**config.mk**
```make
export PLATFORM = sky130hd
export DESIGN_NAME = parking_spot_allocator
export DESIGN_NICKNAME = d
export VERILOG_FILES = /design/src/rtl/parking_spot_allocator_pkg.sv /design/src/rtl/parking_spot_allocator_popcount.sv /design/src/rtl/parking_spot_allocator.sv
export SDC_FILE = /design/constraint.sdc
export NUM_CORES = 1
export LEC_CHECK = 0
export BUFFER_PORTS_ARGS = -buffer_cell sky130_fd_sc_hd__buf_2
export CORE_MARGIN = 3
export CORE_UTILIZATION = 39
export DETAILED_ROUTE_END_ITERATION = 8
export GPL_TIMING_DRIVEN = 0
export MAX_ROUTING_LAYER = met4
export PLACE_DENSITY = 0.62
export SYNTH_ARGS = -nofsm -noshare
export SYNTH_HDL_FRONTEND = slang
export SYNTH_SLANG_ARGS = --single-unit
```
**constraint.sdc**
```tcl
create_clock -name clk -period 1.9 [get_ports clk]
set_input_delay 0.38 -clock clk [delete_from_list [all_inputs] [get_ports clk]]
set_output_delay 0.38 -clock clk [all_outputs]
set_load 0.01 [all_outputs]
```
**src/rtl/parking_spot_allocator_pkg.sv**
```systemverilog
// Shared constants for the parking spot allocator: lot size, FSM encoding and
// the occupancy bit convention used by the bitmap vectors.
package parking_spot_allocator_pkg;

  localparam int NUM_SPOTS_DEF = 8;

  typedef enum logic [1:0] {
    ST_IDLE   = 2'd0,
    ST_SCAN   = 2'd1,
    ST_GRANT  = 2'd2,
    ST_REJECT = 2'd3
  } state_e;

  // A set bit in the occupancy bitmap marks a taken spot.
  localparam logic SPOT_OCCUPIED = 1'b1;

endpackage

```
**src/rtl/parking_spot_allocator_popcount.sv**
```systemverilog
// Combinational free-spot counter: number of spots not marked occupied.
module spot_popcount
  import parking_spot_allocator_pkg::*;
#(
  parameter int NUM_SPOTS = NUM_SPOTS_DEF,
  parameter int CNT_W     = $clog2(NUM_SPOTS + 1)
) (
  input  logic [NUM_SPOTS-1:0] bitmap_i,
  output logic [CNT_W-1:0]     free_cnt_o
);

  logic [CNT_W-1:0] cnt_s;

  // Accumulate one per spot that is free.
  always_comb begin
    cnt_s = '0;
    for (int i = 0; i < NUM_SPOTS; i++) begin
      cnt_s = cnt_s + CNT_W'(bitmap_i[i] != SPOT_OCCUPIED);
    end
  end

  assign free_cnt_o = cnt_s;

endmodule

```
**src/rtl/parking_spot_allocator.sv**
```systemverilog
// Sequential first-free-spot allocator: snapshots the occupancy bitmap on an
// entry request and scans it one spot per cycle, granting or rejecting.
module parking_spot_allocator
  import parking_spot_allocator_pkg::*;
#(
  parameter int NUM_SPOTS = NUM_SPOTS_DEF,
  parameter int IDX_W     = $clog2(NUM_SPOTS),
  parameter int CNT_W     = $clog2(NUM_SPOTS + 1)
) (
  input  logic                 clk,
  input  logic                 rst_n,
  input  logic                 enter_req,
  input  logic [NUM_SPOTS-1:0] parking_capacity,
  output logic [NUM_SPOTS-1:0] park_location,
  output logic                 grant,
  output logic                 reject,
  output logic                 busy,
  output logic [CNT_W-1:0]     free_count
);

  state_e               state_q;
  logic [NUM_SPOTS-1:0] snap_q;
  logic [NUM_SPOTS-1:0] loc_q;
  logic [IDX_W-1:0]     idx_q;
  logic [IDX_W-1:0]     idx_d;
  logic                 grant_q;
  logic                 reject_q;
  logic                 busy_q;
  logic [CNT_W-1:0]     free_q;
  logic [CNT_W-1:0]     free_cnt_s;
  logic [NUM_SPOTS-1:0] onehot_s;
  logic                 full_s;

  spot_popcount #(
    .NUM_SPOTS (NUM_SPOTS),
    .CNT_W     (CNT_W)
  ) u_popcount (
    .bitmap_i   (parking_capacity),
    .free_cnt_o (free_cnt_s)
  );

  // Scan-step helpers: next index, one-hot of current index, full-lot flag.
  always_comb begin
    idx_d           = idx_q + IDX_W'(1);
    onehot_s        = '0;
    onehot_s[idx_q] = 1'b1;
    full_s          = &parking_capacity;
  end

  // Allocation FSM with registered outputs, index counter and snapshot.
  always_ff @(posedge clk or negedge rst_n) begin
    if (!rst_n) begin
      state_q  <= ST_IDLE;
      snap_q   <= '0;
      loc_q    <= '0;
      idx_q    <= '0;
      grant_q  <= 1'b0;
      reject_q <= 1'b0;
      busy_q   <= 1'b0;
      free_q   <= '0;
    end else begin
      case (state_q)
        // The grant cycle doubles as an idle edge so a held request is
        // re-accepted immediately, keeping back-to-back spacing at k+2.
        ST_IDLE, ST_GRANT: begin
          grant_q  <= 1'b0;
          reject_q <= 1'b0;
          if (enter_req) begin
            snap_q  <= parking_capacity;
            free_q  <= free_cnt_s;
            idx_q   <= '0;
            loc_q   <= '0;
            busy_q  <= 1'b1;
            state_q <= full_s ? ST_REJECT : ST_SCAN;
          end else begin
            busy_q  <= 1'b0;
            state_q <= ST_IDLE;
          end
        end
        ST_SCAN: begin
          if (snap_q[idx_q] != SPOT_OCCUPIED) begin
            loc_q   <= onehot_s;
            grant_q <= 1'b1;
            state_q <= ST_GRANT;
          end else begin
            idx_q   <= idx_d;
          end
        end
        ST_REJECT: begin
          reject_q <= 1'b1;
          busy_q   <= 1'b0;
          state_q  <= ST_IDLE;
        end
        default: begin
          grant_q  <= 1'b0;
          reject_q <= 1'b0;
          busy_q   <= 1'b0;
          state_q  <= ST_IDLE;
        end
      endcase
    end
  end

  assign park_location = loc_q;
  assign grant         = grant_q;
  assign reject        = reject_q;
  assign busy          = busy_q;
  assign free_count    = free_q;

endmodule

```
# --- After elaboration in Yosys (flattened, before gate mapping) ---
# Index checks and enable logic that the tools add are counted.
op_classes:
  n_addsub: 8
  order_cmp: 2
  eq_ne: 6
  mux: 19
  bitwise_logic: 8
  reduce_logical: 10
op_table:
  columns: ["op", "n"]
  rows:
  - ["$add A4 B1 Y4", 6]
  - ["$mux W8", 2]
  - ["$pmux W8 S2", 1]
  - ["$not A1 Y1", 8]
  - ["$reduce_and A8 Y1", 1]
  - ["$mux W2", 3]
  - ["$mux W3", 2]
  - ["$ne A2 B2 Y1 const B", 3]
  - ["$pmux W1 S2", 3]
  - ["$pmux W2 S3", 1]
  - ["$pmux W3 S2", 1]
  - ["$reduce_and A3 Y1", 2]
  - ["$eq A2 B2 Y1 const B", 2]
  - ["$lt A3 B4 Y1 const B", 1]
  - ["$mux W1", 4]
  - ["$reduce_and A2 Y1", 2]
  - ["$reduce_bool A2 Y1", 2]
  - ["$add A3 B1 Y3 const B", 1]
  - ["$bmux W1 S3", 1]
  - ["$demux W1 S3", 1]
  - ["$ge A3 B1 Y1 const B", 1]
  - ["$add A1 B1 Y2", 1]
  - ["$eq A2 B1 Y1 const B", 1]
  - ["$logic_not A2 Y1", 1]
  - ["2 further kinds", 2]
totals:
  regBits: 28
  input_bits: 11
  out_inout_bits: 15
  word_cells: 61

# --- Logic depth before layout (Yosys ltp) ---
logic_depth:
  word_depth: 8
  mapped_depth: 9
  ltp_nobuf: 9

# --- By module ---
# From an unflattened synthesis, not the netlist that was laid out.
unflattened:
  hier_cells: 125
  area_unflattened_um2: 1426.4
modules_own_cells:
  columns: ["mod", "instances", "cells_each", "area_per_inst_um2", "seq_area_each_um2"]
  rows:
  - ["parking_spot_allocator", 1, 104, 1247.4, 700.7]
  - ["spot_popcount", 1, 21, 178.9, 0.0]

# --- Worst setup path before layout ---
# Ideal clock, no wire load.
synth_timing:
  path_kind: "input -> register"
  start: "in parking_capacity[0]"
  end: "reg free_q[2] (netlist: free_count[2])"
  arrival_time_ns: 2.688
  required_ns: 1.817
  setup_slack_ns: -0.870
  path_stages: 9
  cell_sequence: "inv_1 -> ha_1 -> fa_1 -> fa_1 -> inv_1 -> fa_1 -> fa_1 -> xor2_1 -> o21ai_0"
synth_between:
  elab_chain_len: 8
synth_rtl:
  columns: ["item", "line_no", "rtl"]
  rows:
  - ["start, declared", "parking_spot_allocator.sv:13", "input logic [NUM_SPOTS-1:0] parking_capacity,"]
  - ["$not A1 Y1", "parking_spot_allocator_popcount.sv:18", "cnt_s = cnt_s + CNT_W'(bitmap_i[i] != SPOT_OCCUPIED);"]
  - ["$add A1 B1 Y2", "parking_spot_allocator_popcount.sv:18", null]
  - ["$add A4 B1 Y4 (6 in a row)", "parking_spot_allocator_popcount.sv:18", null]
  - ["end signal, assigned", "parking_spot_allocator.sv:70", "free_q <= free_cnt_s;"]
  - ["end, declared", "parking_spot_allocator.sv:29", "logic [CNT_W-1:0] free_q;"]
# No other way between the ends.
# A chain may end at the register's enable or synchronous reset.

# --- Worst setup path after layout ---
layout_timing:
  start: "in parking_capacity[0]"
  end: "reg free_q[1] (netlist: free_count[1])"
# The elaborated chain is that of the path after synthesis.

==> results.yml <==
outcome:
  outcome: "finished with violations"
  violations: "setup timing"
timing:
  fin_crit_sh_pct: 131
  rsz0062_at_grt: "yes"
  finalSetupTns_ns: -1.63
  max_clock_freq_mhz: 403
  setup_ws_ns: -0.582
  fin_crit_ns: 2.48
  hold_viol: 0
  clock_skew_ns: 0.00537
  setup_viol_count_final: 4
  maxSlewHeadroom_pct: 59.2
  slew_viol_final: 0
  tightest_slew_ns: 0.612
global_routing:
  grt_max_degree: 29
  gr-total-overflow: 0
  grt_pass1_wl_mm: 4.49
  antenna_found_initial: 0
  track_usage_pct: 13.9
  grt_pass1_vias: 996
synthesis:
  synth_edf_count: 0
  async_flop_share_pct: 100
  dominantRegCellSynth: "dfrtp_1"
  ys_ff_latch: 28
  syn_area_mm2: 0.00143
  synth_nets: 154
  ys_seq_area_share_pct: 49.0
  syn_inst: 134
  syn_area_per_cell_um2: 10.7
  synth.distinct_cells: 27
  yosysWarnings: 0
critical_path:
  cpPeakStageDelay_ns: 0.53
  worstPathMaxFanout: 2
  path_buf_inv: 3
  worstPathRequired_ns: 2.05
  critPathLaunchType: "input pin"
  crit_type: "in -> reg"
  cp_cell_sequence: "buf_8 -> inv_6 -> ha_4 -> fa_1 -> fa_1 -> inv_1 -> fa_2 -> fa_2 -> o21ai_1"
  worstPathArrival_ns: 2.63
  crit_family: "adder cells"
  end_kind: "register"
  cp_slowest_cell: "fa_2"
power:
  leakagePower_uw: 0.000880
  p_per_area_mw_per_mm2: 1250
  totalPowerFinal_uw: 2220
  ir_worst_vdd_uv: 651
clocking:
  clockBufferDepth: 2
  clk_pin_slew_ns: 0.10
  tritoncts: "yes"
  clk_latency_ns: 0.27
  root_buffer: "clkbuf_8"
  cts-buffers-inserted: 3
  cts.sinks: 28
  htree_levels: 1
floorplanning:
  fp.dieH_um: 66.5
  die-area_mm2: 0.00443
  placement_rows: 21
  ioPinCount: 26
  die_w_um: 66.5
  initial_utilization_pct: 41.5
  coreArea_mm2: 0.00344
layout:
  fin_nets: 187
  nFillCells: 313
  design_area_mm2: 0.00177
  drive_gt1_share_pct: 28.9
  regArea_um2: 701
  area_delta_synth_final_pct: 23.6
  fin_cells: 212
  antenna_cells: 0
  multiInputGateArea_um2: 671
  final_common_cell: "nand2_1"
  layout_common_cells: "nand2_1 (32), dfrtp_1 (28), buf_2 (23)"
drt:
  dr.pass1.iters: 4
  drc: 0
  routedWlPerCell_um: 12.5
  vias_per_cell: 4.84
  wl_mm: 2.65
  vias: 1026
  first_iter_violations: 19
  antenna_left: 0
job:
  maxCapViolCount: 0
placed_design:
  gp_congestion: 0.759
  dpl.cell_count: 205
  io_buffers: 25
  placed_area_mm2: 0.00164
  dpl.hpwl_mm: 2.09
worst_hold_path:
  hold_class: "in -> async"
[area by class of cell]
type | instances | area share (%)
clock inverters | 1 | 1.70
inverters | 10 | 3.12
flip-flops and latches | 28 | 39.7
clock buffers | 3 | 2.34
multi-input cells | 90 | 38.0
repair buffers | 28 | 9.78
plain buffers | 6 | 2.13
well taps | 46 | 3.26
[Yosys cell counts, types with 2 or more instances]
master	n	area [um2]
nor2b_1	4	25.0
mux2i_1	12	120
buf_1	2	7.51
buf_6	2	22.5
clkbuf_1	2	7.51
nand2_1	32	120
inv_1	10	37.5
nor2_1	3	11.3
nand4_1	2	12.5
dfrtp_1	28	701
o21ai_0	11	55.1
fa_1	4	80.1
ha_1	5	62.6
nand2b_1	2	12.5
mux2_2	3	33.8
[worst register-to-register path, stage by stage (launching register included)]
cell	delay, ns
dfrtp_1	0.40
buf_6	0.15
mux2_4	0.31
a22o_4	0.28
nor3_2	0.17
buf_6	0.19
mux2i_1	0.21
[path summary, 6_finish.rpt]
path,start,end,slack [ns],depth (start not counted)
setup reg to reg,idx_q[0],park_location[4],0.11,6
hold / removal,rst_n,park_location[6],0.11,1
max in group asynchronous,rst_n,idx_q[2],1.40,1
setup / recovery,parking_capacity[0],free_count[1],-0.58,9
min in group clk,parking_capacity[2],state_q[1],0.38,2
hold reg to reg,busy,busy,0.48,2
[logic make-up (layout without fill, tap and decap cells)]
logic type | Yosys count | in the layout | share of synthesized area (%)
muxes | 17 | 17 | 12.6
xor gates and xnor gates | 1 | 1 | 0.613
DFF | 28 | 28 | 49.0
and+or+nand+nor | 45 | 45 | 13.7
buffers and inverters | 16 | 48 | 5.25
AOI/OAI and AO/OA | 18 | 18 | 8.76
adders and majority gates | 9 | 9 | 9.98
[repair_timing]
item                       4_1_cts  5_1_grt
hold buffers                     0        0
resized for setup                9        1
setup endpoints to repair        4        4
pin swaps                        7        1
setup buffers                    3        0
[state kept, by name (all words and copies together) (netlist names)]
register / flops
busy: 1
reject: 1
park_location: 8
idx_q: 3
grant: 1
free_count: 4
state_q: 2
snap_q: 8
[report_power, final]
group	internal [uW]	total (uW)	switching, uW
sequential	784	888	103
combinational	403	861	458
clock	282	467	185
[layer usage]
| metal | part of all wire (%) | wire length (um) | global-route usage [%] |
|---|---|---|---|
| met5 | 0 | 0 | - |
| met4 | 1.2 | 31 | 6.35 |
| met3 | 4.6 | 123 | 3.20 |
| met2 | 49 | 1300 | 22.7 |
| met1 | 45 | 1200 | 16.5 |
[metrics by stage]
stage          worst slack, ns  utilization, %  hold WS [ns]
3_3_place_gp             -1.05            47.8         0.420
3_5_place_dp             -1.12            47.8         0.428
5_1_grt                 -0.644            51.3         0.144
2_1_floorplan           -0.816               -        0.0844
6_report                -0.582            51.3         0.106
4_1_cts                 -0.600            51.2         0.120
Power figures use the tool's default switching activity.
